$ cat config.mk
export PLATFORM = sky130hd
export DESIGN_NAME = key_debounce_flat
export DESIGN_NICKNAME = d
export VERILOG_FILES = /design/src/rtl/key_debounce_if.sv /design/src/rtl/key_debounce.sv /design/src/flat_wrapper.sv
export SDC_FILE = /design/constraint.sdc
export NUM_CORES = 1
export LEC_CHECK = 0
export ABC_AREA = 0
export CORE_MARGIN = 8
export CORE_UTILIZATION = 34
export CTS_BUF_LIST = sky130_fd_sc_hd__clkbuf_4 sky130_fd_sc_hd__clkbuf_8
export CTS_CLUSTER_SIZE = 24
export DETAILED_ROUTE_END_ITERATION = 7
export REMOVE_ABC_BUFFERS = 1
export SYNTH_ARGS = -nofsm -noshare
export SYNTH_HDL_FRONTEND = slang
export SYNTH_SLANG_ARGS = --single-unit
$ cat constraint.sdc
create_clock -name clk -period 3.22 [get_ports clk]
set_clock_uncertainty 0.2 [all_clocks]
set_input_delay 0.644 -clock clk [delete_from_list [all_inputs] [get_ports clk]]
set_output_delay 0.644 -clock clk [all_outputs]
set_load 0.05 [all_outputs]
$ cat src/rtl/key_debounce_if.sv
// key_debounce_if: raw active-low key pins in, debounced level and event pulses out.
interface key_debounce_if #(parameter int KEY_NUM = 4);
    logic [KEY_NUM-1:0] key_in_n;
    logic [KEY_NUM-1:0] key_state;
    logic [KEY_NUM-1:0] key_press;
    logic [KEY_NUM-1:0] key_release;
    logic [KEY_NUM-1:0] key_long;

    modport master (output key_in_n, input key_state, key_press, key_release, key_long);
    modport slave  (input key_in_n, output key_state, key_press, key_release, key_long);
endinterface

$ cat src/rtl/key_debounce.sv
// key_debounce: per-key synchroniser, debouncer and press/release pulse generator.
// Define KEY_LONG_PRESS_EN to add a one-shot long-press pulse per key.
module key_debounce #(
    parameter int KEY_NUM  = 4,
    parameter int DEB_CNT  = 500000,
    parameter int LONG_CNT = 50000000
) (
    input  logic         clk,
    input  logic         rst_n,
    key_debounce_if.slave bus
);
    localparam int CW = $clog2(DEB_CNT);
    localparam logic [CW-1:0] CNT_MAX = CW'(DEB_CNT - 1);

    logic [KEY_NUM-1:0] r_sync1, r_sync2, r_state, r_press, r_release;
    logic [CW-1:0]      r_cnt [KEY_NUM];
    logic [KEY_NUM-1:0] w_level;

    // Pins idle high through the pull-up, so the synchroniser resets to 1.
    assign w_level = ~r_sync2;

    always_ff @(posedge clk or negedge rst_n) begin
        if (!rst_n) begin
            r_sync1   <= '1;
            r_sync2   <= '1;
            r_state   <= '0;
            r_press   <= '0;
            r_release <= '0;
            for (int i = 0; i < KEY_NUM; i++) r_cnt[i] <= '0;
        end else begin
            r_sync1   <= bus.key_in_n;
            r_sync2   <= r_sync1;
            r_press   <= '0;
            r_release <= '0;
            for (int i = 0; i < KEY_NUM; i++) begin
                if (w_level[i] == r_state[i]) begin
                    r_cnt[i] <= '0;
                end else if (r_cnt[i] == CNT_MAX) begin
                    r_cnt[i]     <= '0;
                    r_state[i]   <= w_level[i];
                    r_press[i]   <= w_level[i];
                    r_release[i] <= r_state[i];
                end else begin
                    r_cnt[i] <= r_cnt[i] + 1'b1;
                end
            end
        end
    end

    assign bus.key_state   = r_state;
    assign bus.key_press   = r_press;
    assign bus.key_release = r_release;

`ifdef KEY_LONG_PRESS_EN
    localparam int LW = $clog2(LONG_CNT + 1);
    localparam logic [LW-1:0] HOLD_FIRE = LW'(LONG_CNT - 1);
    localparam logic [LW-1:0] HOLD_MAX  = LW'(LONG_CNT);

    logic [LW-1:0]      r_hold [KEY_NUM];
    logic [KEY_NUM-1:0] r_long;

    // Parking the count at LONG_CNT keeps it to one pulse per press.
    always_ff @(posedge clk or negedge rst_n) begin
        if (!rst_n) begin
            r_long <= '0;
            for (int i = 0; i < KEY_NUM; i++) r_hold[i] <= '0;
        end else begin
            for (int i = 0; i < KEY_NUM; i++) begin
                r_long[i] <= r_state[i] && (r_hold[i] == HOLD_FIRE);
                r_hold[i] <= !r_state[i] ? '0 :
                             (r_hold[i] == HOLD_FIRE || r_hold[i] == HOLD_MAX) ? HOLD_MAX :
                             r_hold[i] + 1'b1;
            end
        end
    end

    assign bus.key_long = r_long;
`else
    assign bus.key_long = '0;
`endif
endmodule

$ cat src/flat_wrapper.sv
// flat-port wrapper written by rule: the top's interface ports become plain ports
module key_debounce_flat 
#(
    parameter int KEY_NUM  = 4,
    parameter int DEB_CNT  = 500000,
    parameter int LONG_CNT = 50000000
)
  (clk, rst_n, bus_key_in_n, bus_key_state, bus_key_press, bus_key_release, bus_key_long);
  key_debounce_if #(.KEY_NUM(KEY_NUM)) bus_i ();
  input  logic clk;
  input  logic rst_n;
  input wire logic [$bits(bus_i.key_in_n)-1:0] bus_key_in_n;
  output wire logic [$bits(bus_i.key_state)-1:0] bus_key_state;
  output wire logic [$bits(bus_i.key_press)-1:0] bus_key_press;
  output wire logic [$bits(bus_i.key_release)-1:0] bus_key_release;
  output wire logic [$bits(bus_i.key_long)-1:0] bus_key_long;
  assign bus_i.key_in_n = bus_key_in_n;
  assign bus_key_state = bus_i.key_state;
  assign bus_key_press = bus_i.key_press;
  assign bus_key_release = bus_i.key_release;
  assign bus_key_long = bus_i.key_long;
  key_debounce #(.KEY_NUM(KEY_NUM), .DEB_CNT(DEB_CNT), .LONG_CNT(LONG_CNT)) u_core (.clk(clk), .rst_n(rst_n), .bus(bus_i));
endmodule
Word-level counts from Yosys, hierarchy flattened
Index checks and enable logic that the tools add are counted.
{"block": "totals", "elab_cells": 57, "output_inout_bits": 16, "register_bits": 96, "in_bits": 6}
{"block": "op_classes", "n_reduce_logical": 4, "addsub": 4, "n_eq_ne": 8, "n_mux": 24, "bitwise_logic": 5}
{"cell": "$mux 19", "n": 8}
{"cell": "$add 19x1->19 const B", "n": 4}
{"cell": "$eq 19x19->1 const B", "n": 4}
{"cell": "$mux 1", "n": 16}
{"cell": "$reduce_and 2->1", "n": 4}
{"cell": "$eq 1x1->1", "n": 4}
{"cell": "$not 1->1", "n": 4}
{"cell": "$not 4->4", "n": 1}

Longest topological paths before layout
Gate-level depths: netlist (run 1).
{"block": "depth", "word_depth": 4, "depth_mapped": 7, "depth_no_buf": 5}

Worst setup path before layout (run 1)
No wires, ideal clock.
{"block": "synth_timing", "kind": "reg-to-reg", "from": "register u_core.r_cnt[0] (netlist bit)", "to": "register u_core.r_cnt[16] (netlist bit)", "period_less_slack_ns": 2.115, "t_required_ns": 2.942, "stages_incl_launch_ff": 6, "t_arrival_ns": 1.837, "setup_ns": 0.078, "n_path_buf": 0, "slack_ns": 1.105, "path_cell_list": "dfrtp_1 > ha_1 > nand4_1 > or3_2 > or4_1 > a21oi_1"}
{"block": "synth_between", "elab_chain_cells": 3, "elab_cells_between_ends": 4, "classes_between": "add/sub (1); eq/ne (1); mux (2)"}
{"element": "start, declared", "line": "key_debounce.sv:16", "text": "logic [CW-1:0] r_cnt [KEY_NUM];"}
{"element": "start signal, assigned by index", "line": "key_debounce.sv:44", "text": "r_cnt[i] <= r_cnt[i] + 1'b1;"}
{"element": "$add 19x1->19 or $eq 19x19->1 (tied branches)", "line": "key_debounce.sv:44, key_debounce.sv:38"}
{"element": "$mux 19 (*)", "line": "key_debounce.sv:38", "text": "end else if (r_cnt[i] == CNT_MAX) begin"}
{"element": "$mux 19 (*)", "line": "key_debounce.sv:36", "text": "if (w_level[i] == r_state[i]) begin"}
Mark *: on every way between the ends. The rest lies on a longest branch, timed or not.
A chain may end at the register's enable or synchronous reset.

Worst setup path in the final report (run 1)
{"block": "layout_timing", "from": "register u_core.r_state[3] (netlist: u_core.bus.key_state[3])", "to": "output bus_key_state[3]"}
{"element": "start, declared", "line": "key_debounce.sv:15", "text": "logic [KEY_NUM-1:0] r_sync1, r_sync2, r_state, r_press, r_release;"}
{"element": "start signal, assigned by index", "line": "key_debounce.sv:40", "text": "r_state[i] <= w_level[i];"}
{"element": "end, declared", "line": "flat_wrapper.sv:13", "text": "output wire logic [$bits(bus_i.key_state)-1:0] bus_key_state;"}
No word-level cell between the ends.

==> qor.csv, run 1 <==
metric;value;unit
Final ANT Viol Nets;0;
CTS sink cnt;96;
DRC violation total after the first TritonRoute iteration;163;
CTS buffer count;9;
register area;2410;um^2
Area Overhead vs Synth;12.9;%
hpwl dp;5790;um
Die ar.;17200;um^2
largest net degree at the start of global routing;50;
Leakage Power;0.00199;uW
biggest area consumer among synthesized cells;dfrtp_1;
Reg2Reg Depth;5;
relative slew slack;52.6;%
Synth Register Bits;96;
fin. max-slew vios;0;
EDFF count, synth;0;
Worst path top cell family by delay;buffers and inverters;
via count;3196;
Req. time, crit path;2.38;ns
worst skew pair latency;0.38;ns
synth cell count leaders;dfrtp_1 (88), nor2_1 (58), nand2_1 (29);
initial antenna violation count;0;
Yosys top cell area share;49.0;%
worst min path class;in -> async;
Core Area;13100;um^2
final wirelength;8380;um
Clk pin slew, worst setup/hold paths;0.10;ns
all-layer global routing usage;10.9;%
Buffers on Ports;17;
synthesized area;4500;um^2
vias in the first global route;3076;
H-tree lvl count;3;
Setup crit start kind;register;
Die W;131;um
WP buf/inv;1;
die height;131;um
min Tclk post-route;2.52;ns
Post-synth top flop;dfrtp_1;
VDD IR-drop max;219;uV
Critical Path Max Stage Delay;0.85;ns
Mean Syn Cell Area;10.3;um^2
final net count;467;
cell depth of the worst setup path;1;
area of the multi-input gates;1960;um^2
first-pass detailed-route iteration total;4;
Final period util;78.3;%
setup slack, reg-to-reg;0.81;ns
Antenna diodes;0;
cell with the most instances after synthesis;dfrtp_1;
Starting Density;34.4;%
global-route wire length before repair;14800;um
setup TNS;0;ns
WP data arrival;1.68;ns
Routed WL per cell;13.1;um
Worst path slowest cell;clkdlybuf4s50_1;
GP Congestion;0.853;
layout cell share with drive strength beyond 1;9.31;%
number of max-cap violations;0;
Async SR Flop Fraction;100;%
gr ovfl total;0;
Final Power;2170;uW
CP Cell Sequence;clkdlybuf4s50_1;
root buffer cell;clkbuf_8;
sequential area share after synthesis;53.7;%
Reg-to-Reg Start;u_core.r_cnt[57];
leading post-synthesis cells by cell area;dfrtp_1 (49%), xnor2_1 (5.5%), nor2_1 (4.8%);
postcts setup bufs;0;
worst slew pin tran;0.706;ns
Cell Rows;42;
Via-to-Cell Ratio;5.01;
Yosys cell types;40;
Post-route DRC;0;
RSZ-0062 raised after global routing;no;
maximum fanout along the worst path;5;
WS Path Type;reg -> out;
Fin. Hold Viols;0;
setup violators final;0;
Mapped Cells;437;
CTS tree;built;
Ys Warns;0;
fmax;397;MHz
P per Cell Area;428;nW/um^2
fillers;1268;
status;finished clean;
Setup crit end kind;primary output;
I/O pin count;22;
FF-to-FF End;u_core.r_cnt[72];
cts repair resizes;0;
Clock Path Buffers;2;
CTS Hold Bufs;0;
## cell families (layout without fill, tap and decap cells)
| logic type | count (synthesis) | count (layout) | share of synthesized area [%] |
|---|---|---|---|
| DFF | 96 | 96 | 53.7 |
| other | 1 | 4 | 0.0834 |
| xor gates and xnor gates | 52 | 52 | 10.1 |
| and+or+nand+nor | 205 | 205 | 24.6 |
| adders and majority gates | 4 | 4 | 1.11 |
| AOI/OAI and AO/OA | 46 | 46 | 6.79 |
| buffers and inverters | 30 | 52 | 2.98 |
| muxes | 3 | 3 | 0.668 |
## per-stage QoR
| stage | instance area [um^2] | worst slack [ns] | hold WS, ns | utilization (%) | std cells |
|---|---|---|---|---|---|
| 2_1_floorplan | 4430 | 1.01 | 0.145 | - | 424 |
| 3_3_place_gp | 4860 | 0.942 | 0.148 | 37.2 | 622 |
| 3_5_place_dp | 4860 | 0.845 | 0.149 | 37.2 | 622 |
| 4_1_cts | 5070 | 0.653 | 0.0806 | 38.8 | 638 |
| 5_1_grt | 5070 | 0.607 | 0.101 | 38.8 | 638 |
| 6_report | 5070 | 0.700 | 0.0556 | 38.8 | 638 |
## how the worst max path moves through the flow
stage,from,endpoint
2_1_floorplan,u_core.r_cnt[30],u_core.r_cnt[21]
3_3_place_gp,u_core.r_cnt[57],u_core.r_cnt[59]
3_5_place_dp,u_core.r_cnt[57],u_core.r_cnt[63]
4_1_cts,u_core.bus.key_state[3],bus_key_state[3]
5_1_grt,u_core.bus.key_state[1],bus_key_state[1]
6_report,u_core.bus.key_state[3],bus_key_state[3]
## routing by layer
metal | up-vias | routed length, um | part of all wire (%) | global-route usage (%)
li1 | 1573 | - | - | -
met1 | 1581 | 4040 | 48 | 14.0
met2 | 30 | 3860 | 46 | 16.6
met3 | 12 | 338 | 4.0 | 3.29
met4 | 0 | 145 | 1.7 | 4.93
met5 | - | 0 | 0 | 0
## area by class of cell
cell class                 instances  area share, %
multi-input combinational        314           38.6
timing repair buffer              22           4.29
sequential                        96           47.5
clock buffer                      10           2.71
inverter                          14           1.04
clock inverter                     6           1.43
tap                              176           4.34
## cells in the final DEF (no fill, tap or decap), drive strengths merged, types with 7 or more instances in the layout
cell | Yosys | layout
a21oi | 20 | 20
nor3 | 7 | 7
inv | 14 | 17
and4 | 10 | 10
clkdlybuf4s50 | 0 | 16
clkbuf | 8 | 10
dfstp | 8 | 8
nor4 | 10 | 10
or4 | 10 | 10
or3 | 16 | 16
o21ai | 11 | 11
dfrtp | 88 | 88
xor2 | 24 | 24
nand4 | 20 | 20
nand2 | 29 | 29
nor2 | 58 | 58
o31ai | 12 | 12
nand3 | 21 | 21
xnor2 | 28 | 28
## flip-flops by register name, summed over array words and instances, names as in the netlist
| register | cells |
|---|---|
| u_core.r_sync2 | 4 |
| u_core.bus.key_release | 4 |
| u_core.r_cnt | 76 |
| u_core.r_sync1 | 4 |
| u_core.bus.key_state | 4 |
| u_core.bus.key_press | 4 |
## where the power goes
| part | total [uW] | switching [uW] | internal, uW | leakage, uW |
|---|---|---|---|---|
| Clock | 840 | 451 | 390 | 0.000104 |
| Combinational | 87.6 | 61.3 | 26.3 | 0.000581 |
| Sequential | 1240 | 17.7 | 1230 | 0.00130 |
(Power assumes the default switching activity.)
==> run 2, diff against run 1 <==
clock period = 2.6 ns   (was 3.22 ns; I/O delays follow)
==> run 2 against run 1 <==
Effect of this change: cell count grew 1.1%; routed wire length grew 0.47%; sequential power grew 24%; register-to-register slack lost 0.45 ns; critical path type unchanged; die area is the same.
==> qor.csv, run 2 (synthesized netlist as in run 1, its figures left out) <==
metric;value;unit;change
area of the multi-input gates;1960;um^2;unchanged
PnR worst setup slack;0.181;ns;was 0.700 ns
FF-to-FF End;u_core.r_cnt[75];;was u_core.r_cnt[72]
number of max-cap violations;0;;unchanged
Buffers on Ports;17;;unchanged
cts repair resizes;0;;unchanged
Hold Startpoint;u_core.r_sync1[2];;
Hold Path Stages;0;;
Reg-to-Reg Start;u_core.r_cnt[57];;unchanged
VDD IR-drop max;311;uV;was 219 uV
fillers;1280;;was 1,268
Antenna diodes;0;;unchanged
pre-CTS setup slack;0.374;ns;was 0.845 ns
CTS sink cnt;96;;unchanged
Starting Density;34.4;%;unchanged
largest net degree at the start of global routing;63;;was 50
commonest cells after routing, fill and taps aside;dfrtp_1 (88), nor2_1 (58), nand2_1 (29), xnor2_1 (28), xor2_1 (24);;unchanged
setup violators final;0;;unchanged
Final period util;93.0;%;
clock power share;37.8;%;was 38.7%
Worst path slowest cell;clkdlybuf4s50_1;;unchanged
Min-Delay Endpoint;u_core.r_sync2[2];;
fmax;413;MHz;
CTS buffer count;9;;unchanged
Comb power frac;4.3;%;was 4.0%
Setup crit start kind;register;;unchanged
vias in the first global route;3065;;was 3,076
Routed WL per cell;13.1;um;about the same
Worst path top cell family by delay;buffers and inverters;;unchanged
Clk pin slew, worst setup/hold paths;0.10;ns;about the same
root buffer cell;clkbuf_8;;unchanged
switching power share of the total;24.1;%;was 24.4%
worst skew pair latency;0.38;ns;about the same
final wirelength;8420;um;was 8380 um
WP buf/inv;1;;unchanged
max reg flops;76;;unchanged
Largest Register;u_core.r_cnt;;unchanged
Die W;131;um;unchanged
Fin. Hold Viols;0;;unchanged
Critical Path Max Stage Delay;0.85;ns;about the same
P per Cell Area;519;nW/um^2;was 428 nW/um^2
Switch Pwr;642;uW;was 530 uW
Leakage Power;0.00202;uW;was 0.00199 uW
worst min path class;reg -> reg;;was in -> async
die height;131;um;unchanged
hpwl dp;5810;um;was 5790 um
H-tree lvl count;3;;unchanged
maximum fanout along the worst path;5;;unchanged
Via-to-Cell Ratio;5.01;;about the same
Setup crit end kind;primary output;;unchanged
RSZ-0062 raised after global routing;no;;unchanged
fin. max-slew vios;0;;unchanged
all-layer global routing usage;10.7;%;was 10.9%
min Tclk post-route;2.42;ns;
Cell Rows;42;;unchanged
Area Overhead vs Synth;13.9;%;was 12.9%
setup slack, reg-to-reg;0.36;ns;was 0.81 ns
WS Path Type;reg -> out;;unchanged
part of the power in registers;57.9;%;was 57.3%
DRC violation total after the first TritonRoute iteration;190;;was 163
CP Cell Sequence;clkdlybuf4s50_1;;unchanged
Clock Path Buffers;2;;unchanged
global-route wire length before repair;14500;um;was 14,800 um
I/O pin count;22;;unchanged
relative slew slack;58.3;%;was 52.6%
Cell Int Power;2020;uW;was 1640 uW
first-pass detailed-route iteration total;4;;unchanged
gr ovfl total;0;;unchanged
register area;2410;um^2;unchanged
CTS tree;built;;unchanged
final net count;474;;was 467
Die ar.;17200;um^2;unchanged
via count;3229;;was 3,196
Post-route DRC;0;;unchanged
Req. time, crit path;1.88;ns;was 2.38 ns
Reg2Reg Depth;5;;unchanged
worst slew pin tran;0.619;ns;was 0.706 ns
Core Area;13100;um^2;unchanged
commonest non-fill, non-tap cell in the layout;dfrtp_1;;unchanged
initial antenna violation count;0;;unchanged
status;finished clean;;unchanged
WP data arrival;1.70;ns;was 1.68 ns
GP Congestion;0.831;;was 0.853
setup TNS;0;ns;unchanged
Final ANT Viol Nets;0;;unchanged
layout cell share with drive strength beyond 1;10.4;%;was 9.31%
==> run 2: cell types whose count changed in the layout (fill, tap and decap cells not counted) <==
cell and delta:
buf_4 +6, clkbuf_4 +1, clkbuf_8 -1, clkinv_2 +1, clkinv_4 +3, clkinvlp_4 -1
dlygate4sd3_1 +1, inv_6 -3
==> run 2: cell type report <==
| type | count | share of cell area, % |
|---|---|---|
| sequential | 96 | 47.1 |
| inverter | 14 | 1.03 |
| multi-input combinational | 314 | 38.3 |
| clock buffer | 10 | 2.57 |
| tap | 176 | 4.30 |
| timing repair buffer | 29 | 5.33 |
| clock inverter | 6 | 1.37 |
==> run 2: worst max-delay path by stage <==
stage                                 start               end  slack [ns]  cells after the start
floorplan                  u_core.r_cnt[30]  u_core.r_cnt[21]        0.39                      4
global placement           u_core.r_cnt[57]  u_core.r_cnt[75]        0.43                      5
detailed placement         u_core.r_cnt[57]  u_core.r_cnt[75]        0.37                      5
CTS                 u_core.bus.key_state[3]  bus_key_state[3]        0.14                      1
global route        u_core.bus.key_state[3]  bus_key_state[3]        0.11                      1
finish              u_core.bus.key_state[3]  bus_key_state[3]        0.18                      1
==> run 2: through the flow <==
stage          instances  power, uW  hold slack [ns]  util, %  area (um^2)
2_1_floorplan        424       1620           0.0244        -         4430
3_3_place_gp         628       1680            0.146     37.5         4910
3_5_place_dp         628       1690            0.147     37.5         4910
4_1_cts              645       2710            0.161     39.1         5120
5_1_grt              645       2780            0.162     39.1         5120
6_report             645       2660            0.159     39.1         5120
==> run 2: power by group through the flow <==
stage	registers (uW)	logic [uW]	clock network [uW]
2_1_floorplan	1560	55.1	0
3_3_place_gp	1570	116	0
3_5_place_dp	1570	117	0
4_1_cts	1540	119	1050
5_1_grt	1540	131	1110
6_report	1540	114	1000
==> run 2: what timing repair did <==
action | in CTS | in global routing
hold endpoints to repair | 34 | 0
hold buffers | 1 | 0
buffers inserted | 0 | 0
setup endpoints to repair | 0 | 0
==> run 2: metal layers <==
layer	GRT usage [%]	vias up	routed length [um]
met2	16.1	42	3880
met1	13.9	1590	4100
met5	0	-	0
met3	3.00	9	335
li1	-	1588	-
met4	4.86	0	112
